[src/rtl/breakout_pkg.sv]
// Shared Breakout definitions: ball controller state encoding and keyboard codes.
package breakout_pkg;

  typedef enum logic [1:0] {
    ST_SERVE = 2'd0,
    ST_PLAY  = 2'd1,
    ST_MISS  = 2'd2,
    ST_OVER  = 2'd3
  } ball_state_t;

  localparam logic [7:0] KEY_A     = 8'h04;
  localparam logic [7:0] KEY_D     = 8'h07;
  localparam logic [7:0] KEY_SPACE = 8'h2C;

endpackage

[src/rtl/paddle_hit.sv]
// Combinational ball-versus-box collision test on the ball's next position.
// Only a descending ball can hit or miss; a hit always wins over the floor.
module paddle_hit #(
  parameter int SIZE  = 4,
  parameter int Y_MAX = 479
) (
  input  logic [9:0] i_next_x,
  input  logic [9:0] i_next_y,
  input  logic [9:0] i_dy,
  input  logic [9:0] i_bar_x,
  input  logic [9:0] i_bar_y,
  input  logic [9:0] i_bar_sizex,
  input  logic [9:0] i_bar_sizey,
  output logic       o_hit,
  output logic       o_miss
);

  logic        w_down;
  logic [10:0] w_dx_raw;
  logic [10:0] w_dx_abs;
  logic        w_top_ok;
  logic        w_bot_ok;
  logic        w_x_ok;
  logic        w_floor;

  assign w_down   = ~i_dy[9] & (i_dy != 10'd0);
  // Horizontal distance is taken in 11 bits so the sign survives the subtract.
  assign w_dx_raw = {1'b0, i_next_x} - {1'b0, i_bar_x};
  assign w_dx_abs = w_dx_raw[10] ? (~w_dx_raw + 11'd1) : w_dx_raw;
  // Paddle top edge test kept as a sum so a tall paddle near y=0 cannot underflow.
  assign w_top_ok = ({2'b00, i_next_y} + 12'(SIZE) + {2'b00, i_bar_sizey}) >= {2'b00, i_bar_y};
  assign w_bot_ok = i_next_y <= i_bar_y;
  assign w_x_ok   = w_dx_abs <= ({1'b0, i_bar_sizex} + 11'(SIZE));
  assign w_floor  = ({1'b0, i_next_y} + 11'(SIZE)) >= 11'(Y_MAX);

  assign o_hit  = w_down & w_top_ok & w_bot_ok & w_x_ok;
  assign o_miss = w_down & w_floor & ~o_hit;

endmodule

[src/rtl/ball_ctrl.sv]
// Breakout ball motion and rally controller, updated once per frame.
//   state    | meaning
//   SERVE    | ball parked on paddle, waiting for space
//   PLAY     | ball moving, wall/paddle reflection, miss detection
//   MISS     | ball frozen, paddle held in reset for MISS_HOLD frames
//   OVER     | no lives left, waiting for space to restart
module ball_ctrl
  import breakout_pkg::*;
#(
  parameter int X_BEGIN   = 320,
  parameter int Y_BEGIN   = 453,
  parameter int X_MIN     = 10,
  parameter int X_MAX     = 639,
  parameter int Y_MIN     = 0,
  parameter int Y_MAX     = 479,
  parameter int STEP      = 1,
  parameter int SIZE      = 4,
  parameter int LIVES     = 3,
  parameter int MISS_HOLD = 60
) (
  input  logic       frame_clk,
  input  logic       Reset,
  input  logic [7:0] keycode,
  input  logic [9:0] BarX,
  input  logic [9:0] BarY,
  input  logic [9:0] Bar_Sizex,
  input  logic [9:0] Bar_Sizey,
  output logic [9:0] BallX,
  output logic [9:0] BallY,
  output logic [9:0] Ball_Size,
  output logic       Bar_Reset,
  output logic [1:0] Lives,
  output logic       Game_Over
);

  localparam int         CNT_W  = (MISS_HOLD > 2) ? $clog2(MISS_HOLD) : 1;
  localparam logic [9:0] STEP_P = 10'(STEP);
  localparam logic [9:0] STEP_N = 10'(-STEP);

  ball_state_t      r_state, w_state_nxt;
  logic [9:0]       r_ball_x, r_ball_y, r_dx, r_dy;
  logic [9:0]       w_ball_x_nxt, w_ball_y_nxt, w_dx_nxt, w_dy_nxt;
  logic [1:0]       r_lives, w_lives_nxt;
  logic             r_bar_reset, w_bar_reset_nxt;
  logic             r_game_over;
  logic [CNT_W-1:0] r_cnt, w_cnt_nxt;

  logic [9:0] w_next_x, w_next_y, w_park_y;
  logic       w_wall_l, w_wall_r, w_wall_t, w_space, w_hit, w_miss;

  assign w_next_x = r_ball_x + r_dx;
  assign w_next_y = r_ball_y + r_dy;
  assign w_park_y = BarY - Bar_Sizey - 10'(SIZE);
  assign w_space  = (keycode == KEY_SPACE);

  // Wall tests compare against sums on the non-negative side; the ball holds its
  // position on the reflecting axis for the frame the wall is seen.
  assign w_wall_l = r_dx[9] & ({1'b0, r_ball_x} <= 11'(X_MIN + SIZE + STEP));
  assign w_wall_r = ~r_dx[9] & (r_dx != 10'd0) &
                    (({1'b0, r_ball_x} + 11'(SIZE + STEP)) >= 11'(X_MAX));
  assign w_wall_t = r_dy[9] & ({1'b0, r_ball_y} <= 11'(Y_MIN + SIZE + STEP));

  paddle_hit #(.SIZE(SIZE), .Y_MAX(Y_MAX)) u_paddle_hit (
    .i_next_x   (w_next_x),
    .i_next_y   (w_next_y),
    .i_dy       (r_dy),
    .i_bar_x    (BarX),
    .i_bar_y    (BarY),
    .i_bar_sizex(Bar_Sizex),
    .i_bar_sizey(Bar_Sizey),
    .o_hit      (w_hit),
    .o_miss     (w_miss)
  );

  // Next-state, motion, position, lives and paddle-reset decisions for this frame.
  always_comb begin
    w_state_nxt     = r_state;
    w_ball_x_nxt    = r_ball_x;
    w_ball_y_nxt    = r_ball_y;
    w_dx_nxt        = r_dx;
    w_dy_nxt        = r_dy;
    w_lives_nxt     = r_lives;
    w_cnt_nxt       = r_cnt;
    w_bar_reset_nxt = 1'b0;
    case (r_state)
      ST_SERVE: begin
        w_ball_x_nxt = BarX;
        w_ball_y_nxt = w_park_y;
        if (w_space) begin
          w_state_nxt = ST_PLAY;
          w_dx_nxt    = STEP_P;
          w_dy_nxt    = STEP_N;
        end
      end
      ST_PLAY: begin
        if (w_wall_l)      w_dx_nxt     = STEP_P;
        else if (w_wall_r) w_dx_nxt     = STEP_N;
        else               w_ball_x_nxt = w_next_x;
        if (w_wall_t) begin
          w_dy_nxt = STEP_P;
        end else if (w_hit) begin
          w_dy_nxt     = STEP_N;
          w_ball_y_nxt = w_park_y;
        end else if (w_miss) begin
          w_lives_nxt     = r_lives - 2'd1;
          w_cnt_nxt       = '0;
          w_state_nxt     = ST_MISS;
          w_bar_reset_nxt = 1'b1;
        end else begin
          w_ball_y_nxt = w_next_y;
        end
      end
      ST_MISS: begin
        if (r_cnt == CNT_W'(MISS_HOLD - 1)) begin
          w_state_nxt = (r_lives != 2'd0) ? ST_SERVE : ST_OVER;
        end else begin
          w_cnt_nxt       = r_cnt + 1'b1;
          w_bar_reset_nxt = 1'b1;
        end
      end
      ST_OVER: begin
        if (w_space) begin
          w_lives_nxt     = 2'(LIVES);
          w_state_nxt     = ST_SERVE;
          w_bar_reset_nxt = 1'b1;
        end
      end
      default: w_state_nxt = ST_SERVE;
    endcase
  end

  // Frame-rate register bank; every output changes on the same edge.
  always_ff @(posedge frame_clk or posedge Reset) begin
    if (Reset) begin
      r_state     <= ST_SERVE;
      r_ball_x    <= 10'(X_BEGIN);
      r_ball_y    <= 10'(Y_BEGIN);
      r_dx        <= '0;
      r_dy        <= '0;
      r_lives     <= 2'(LIVES);
      r_bar_reset <= 1'b0;
      r_game_over <= 1'b0;
      r_cnt       <= '0;
    end else begin
      r_state     <= w_state_nxt;
      r_ball_x    <= w_ball_x_nxt;
      r_ball_y    <= w_ball_y_nxt;
      r_dx        <= w_dx_nxt;
      r_dy        <= w_dy_nxt;
      r_lives     <= w_lives_nxt;
      r_bar_reset <= w_bar_reset_nxt;
      r_game_over <= (w_state_nxt == ST_OVER);
      r_cnt       <= w_cnt_nxt;
    end
  end

  assign BallX     = r_ball_x;
  assign BallY     = r_ball_y;
  assign Ball_Size = 10'(SIZE);
  assign Bar_Reset = r_bar_reset;
  assign Lives     = r_lives;
  assign Game_Over = r_game_over;

endmodule

[config.mk]
export PLATFORM = sky130hd
export DESIGN_NAME = ball_ctrl
export DESIGN_NICKNAME = d
export VERILOG_FILES = /design/src/rtl/breakout_pkg.sv /design/src/rtl/paddle_hit.sv /design/src/rtl/ball_ctrl.sv
export SDC_FILE = /design/constraint.sdc
export NUM_CORES = 1
export LEC_CHECK = 0
export ABC_AREA = 1
export CAP_MARGIN = 20
export CORE_MARGIN = 3
export CORE_UTILIZATION = 25
export CTS_BUF_LIST = sky130_fd_sc_hd__clkbuf_8
export DETAILED_ROUTE_END_ITERATION = 16
export GPL_TIMING_DRIVEN = 0
export SLEW_MARGIN = 30
export SYNTH_ARGS = -nofsm -noshare
export SYNTH_HDL_FRONTEND = slang
export SYNTH_SLANG_ARGS = --single-unit
[constraint.sdc]
create_clock -name frame_clk -period 8.6 [get_ports frame_clk]
set_clock_uncertainty 0.05 [all_clocks]
set_input_delay 2.58 -clock frame_clk [delete_from_list [all_inputs] [get_ports frame_clk]]
set_output_delay 2.58 -clock frame_clk [all_outputs]
set_load 0.01 [all_outputs]
# == Yosys cells after proc, flatten, opt, wreduce, memory -nomap -nowiden ==
# Index checks and enable logic that the tools add are counted.
# op_classes
muxes,40
order_cmp,7
bitwise_logic,14
n_addsub,13
n_reduce_logical,13
n_eq_ne,17
# op_table
op,n
two-way mux 10 bit,11
case mux 10 bit (2 select lines),4
"adder 10 x 3 -> 11 bit, second input constant",4
two-way mux 6 bit,4
two-way mux 2 bit,11
adder 10 bit,2
nonzero test 10 bit,2
"!= test 2 bit, second input constant",7
adder 12 x 10 -> 12 bit,1
>= comparator 12 x 10 -> 1 bit,1
case mux 6 bit (2 select lines),1
AND reduction 3 bit,4
"adder 11 x 1 -> 11 bit, second input constant",1
">= comparator 11 x 10 -> 1 bit, second input constant",1
">= comparator 11 x 9 -> 1 bit, second input constant",1
less-or-equal comparator 11 bit,1
two-way mux 11 bit,1
NOT 11 bit,1
subtractor 10 x 10 -> 11 bit,1
AND 1 bit,10
less-or-equal comparator 10 bit,1
"less-or-equal comparator 10 x 3 -> 1 bit, second input constant",1
"less-or-equal comparator 10 x 4 -> 1 bit, second input constant",1
AND reduction 5 bit,2
18 further kinds,30
# totals
elab_cells,113
out_inout_bits,34
inputBits,50
register_bits,52

# == Depth between registers and ports, before layout ==
# depth
ltp_word,14
depth_mapped,34
ltp_nobuf,34

# == Hierarchy ==
# From an unflattened synthesis, not the netlist that was laid out.
# hier_totals
cells_unflattened,971
hier_area_um2,6180.9
# by_module_without_submodules
mod,instances,seq_area_each_um2,area_each_um2,cells_each
ball_ctrl,1,912.1,3707.3,577
paddle_hit,1,0.0,2473.6,394

# == Least setup slack after synthesis ==
# No wires, ideal clock.
# synth_timing
kind,input-to-reg
from,in BarX[3]
to,reg r_ball_y[3] (netlist: BallY[3])
path_slack_ps,2692
path_buffers,2
arrival_ps,5793
path_stages,27
cell_sequence,inv_1 > ha_1 > inv_1 > o21bai_1 > nand2_1 > nand3_1 > nand2_1 > nand2_1 > a21oi_1 > o21ai_0 > a21oi_1 > clkbuf_1 > nand2_1 > xor2_1 > inv_1 > ha_1 > nand2_1 > nor4_1 > nand4_1 > a21oi_1 > nand2_4 > nand2_8 > buf_6 > nand2_1 > o21ai_1 > nand2_1 > nand2_1
# synth_via
elab_chain_cells,10
# synth_rtl
item,line_no,rtl
start: declaration,ball_ctrl.sv:24,"input logic [9:0] BarX,"
subtractor 10 x 10 -> 11 bit (*),paddle_hit.sv:28,"assign w_dx_raw = {1'b0, i_next_x} - {1'b0, i_bar_x};"
NOT 11 bit,paddle_hit.sv:29,assign w_dx_abs = w_dx_raw[10] ? (~w_dx_raw + 11'd1) : w_dx_raw;
adder 11 x 1 -> 11 bit,paddle_hit.sv:29,
two-way mux 11 bit (*),paddle_hit.sv:29,
less-or-equal comparator 11 bit (*),paddle_hit.sv:33,"assign w_x_ok = w_dx_abs <= ({1'b0, i_bar_sizex} + 11'(SIZE));"
AND 1 bit (*),paddle_hit.sv:36,assign o_hit = w_down & w_top_ok & w_bot_ok & w_x_ok;
NOT 1 bit,paddle_hit.sv:37,assign o_miss = w_down & w_floor & ~o_hit;
AND 1 bit,paddle_hit.sv:37,
!= test 3 x 2 -> 1 bit (no line),-,
AND reduction 3 bit (no line),-,
end signal: assignment,ball_ctrl.sv:137,r_ball_y <= 10'(Y_BEGIN);
end signal: assignment,ball_ctrl.sv:147,r_ball_y <= w_ball_y_nxt;
end: declaration,ball_ctrl.sv:41,"logic [9:0] r_ball_x, r_ball_y, r_dx, r_dy;"
# Every way passes the cells marked *; elsewhere a longest branch is shown, timed or not. The select of a mux whose other input is x is not followed.
# A chain may end at the register's enable or synchronous reset.

# == Worst setup path after layout ==
# layout_timing
from,in BarX[3]
to,reg r_ball_y[4] (netlist: BallY[4])
# Same word-level chain as after synthesis.

==> impl_metrics.env <==
export IMPL_run_status="finished, final reports clean"
export IMPL_cts_tree="yes"
export IMPL_die_w_um=159
export IMPL_clockBufferDepth=2
export IMPL_fin_crit_ns=6.72
export IMPL_cp_required_ns=8.80
export IMPL_async_reset_ff_share_pct=100
export IMPL_clk_latency_ns=0.30
export IMPL_wl_per_cell_um=11.4
export IMPL_coreArea_um2=22800
export IMPL_grt_first_pass_wirelength_um=24900
export IMPL_ys_seq_area_share_pct=15.6
export IMPL_setup_viol=0
export IMPL_synth_area_um2=5850
export IMPL_finalMaxSlewViolations=0
export IMPL_start_kind="input port"
export IMPL_cap_violations=0
export IMPL_yosys_warnings=0
export IMPL_synthFlopType="dfrtp_1"
export IMPL_die_y_um=159
export IMPL_syn2layout_area_growth_pct=21.7
export IMPL_yosysMostFrequentCell="nand2_1"
export IMPL_rows=55
export IMPL_vias=5565
export IMPL_antenna_found_initial=0
export IMPL_relSlewSlack_pct=54.4
export IMPL_start_util_pct=25.6
export IMPL_wl_met1_um=7380
export IMPL_period_share_pct=78.2
export IMPL_met2RoutedLength_um=6850
export IMPL_wl_um=14900
export IMPL_cpMaxStageDelayCell="clkdlybuf4s50_1"
export IMPL_grt_pass1_vias=5245
export IMPL_htreeDepth=2
export IMPL_worstPathArrival_ns=6.92
export IMPL_top_layer_used="met4"
export IMPL_port_buffers=73
export IMPL_num_nets_final=1138
export IMPL_grt_max_degree=22
export IMPL_drt_pass1_iter_count=4
export IMPL_remaining_drc_errors=0
export IMPL_synth_edff_count=0
export IMPL_rsz0062_at_grt="no"
export IMPL_avgSynthCellArea_um2=6.51
export IMPL_hold_path_class="flip-flop to flip-flop"
export IMPL_synth_top_area_share_pct=20.5
export IMPL_max_stage_delay_ns=0.46
export IMPL_diodes=0
export IMPL_cts_resized=0
export IMPL_ios=84
export IMPL_syn_inst=898
export IMPL_crit_fanout=10
export IMPL_worstMarginPinSlew_ns=0.677
export IMPL_viasPerCell=4.28
export IMPL_cts_buffers_inserted=5
export IMPL_drt_iter0_drc=247
export IMPL_placed_area_um2=7030
export IMPL_synthTopCellsByCount="nand2_1, inv_1, ha_1"
export IMPL_hpwl_um=12700
export IMPL_clock_sinks=36
export IMPL_ys_ff_latch=36
export IMPL_met3_length_um=584
export IMPL_hold_viol=0
export IMPL_drtAntennaViolNets=0
export IMPL_die_area_um2=25300
export IMPL_clockRootBuffer="clkbuf_8"
export IMPL_overflow=0
export IMPL_cts_clk_slew_worst_paths_ns=0.09
export IMPL_postCtsSetupRepairBufs=0
export IMPL_layout_drive_gt1_share_pct=5.77
export IMPL_critPathMostFrequentCell="nand2_1"
export IMPL_routabilityCongestion=0.825
export IMPL_netlist_top_cells_area="ha_1, nand2_1, dfrtp_1"
export IMPL_setup_tns_ns=0
export IMPL_end_kind="flip-flop"
export IMPL_critical_path_class="input port to flip-flop"
export IMPL_track_usage_pct=11.6
export IMPL_fmax_ghz=0.149
export IMPL_yosysUniqueCellTypes=47
export IMPL_hold_buffers=0
export IMPL_synth_top_area_cell="ha_1"
export IMPL_final_area_um2=7120
## registers in the layout, summed over array words and instances (netlist names), 2 cells and up
signal / count
BallX: 10
BallY: 10
Lives: 2
r_cnt: 6
r_dx: 2
r_dy: 2
r_state: 2
## final cells by class
class / instances / area (µm²)
clock buffers: 5 / 68.8
plain buffers: 16 / 105
flip-flops and latches: 36 / 912
multi-input cells: 689 / 4240
clock inverters: 3 / 21.3
well taps: 313 / 392
fillers: 2572 / 15700
repair buffers: 74 / 758
inverters: 165 / 619
## cell families (layout without fill, tap and decap cells)
kind of cell | after synthesis | after routing | share of synthesized area (%)
fa+ha+maj | 101 | 101 | 22.3
flops | 36 | 36 | 15.6
compound gates | 109 | 109 | 10.9
other cells | 2 | 10 | 0.128
simple gates | 423 | 423 | 31.8
buf+inv | 181 | 263 | 12.4
xor+xnor | 46 | 46 | 6.89
## per-layer routing
layer,up-vias,global-route usage [%]
met2,60,20.3
met1,2445,15.5
li1,3053,-
met4,0,1.15
met3,7,2.21
met5,-,0
## placed cells by master (no fill, tap or decap), types with 4 or more instances in the layout
master           netlist  routed
nand2_1              251     251
inv_1                164     163
ha_1                  96      96
clkdlybuf4s50_1        0      73
nand3_1               61      61
nor2_1                57      57
a21oi_1               40      40
xor2_1                32      32
o21ai_0               31      31
dfrtp_1               27      27
xnor2_1               14      14
nand4_1               13      13
buf_4                 10      10
conb_1                 2      10
dfstp_2                9       9
nor4_1                 6       6
o211ai_1               6       6
o21ai_1                6       6
a31oi_1                6       6
nand3b_1               5       5
clkbuf_1               5       5
fa_1                   5       5
clkbuf_8               0       5
nor2_2                 4       4
nand2_2                4       4
nand3_2                4       4
nand2_4                4       4
nor3_1                 4       4
## final timing paths
| check | from | to | slack (ns) | depth (start not counted) |
|---|---|---|---|---|
| setup / recovery | BarX[3] | BallY[4] | 1.88 | 27 |
| hold / removal | BallY[0] | BallY[0] | 0.44 | 2 |
| setup reg to reg | r_dx[8] | BallY[4] | 2.87 | 28 |
| hold reg to reg | BallY[0] | BallY[0] | 0.44 | 2 |
| max in group asynchronous | Reset | BallX[6] | 5.37 | 3 |
| min in group asynchronous | Reset | BallY[9] | 2.58 | 2 |
## metrics by stage
step	std cells	hold WS (ns)	setup slack [ns]	util (%)
4_1_cts	1301	0.445	1.80	31.2
6_report	1301	0.441	1.88	31.2
2_1_floorplan	906	0.401	2.69	-
3_5_place_dp	1293	0.430	1.49	30.8
3_3_place_gp	1292	0.425	1.49	30.6
5_1_grt	1301	0.458	1.40	31.2
## worst max-delay path, delay by kind of cell
| family | cells | cell delay, ns |
|---|---|---|
| xor gates and xnor gates | 1 | 0.14 |
| and+or+nand+nor | 14 | 1.67 |
| AOI/OAI and AO/OA | 5 | 0.85 |
| buffers and inverters | 5 | 1.02 |
| adders and majority gates | 2 | 0.64 |
Power is not shown: default switching activity piles up to over one toggle a cycle in this logic, so the estimate is an artifact.
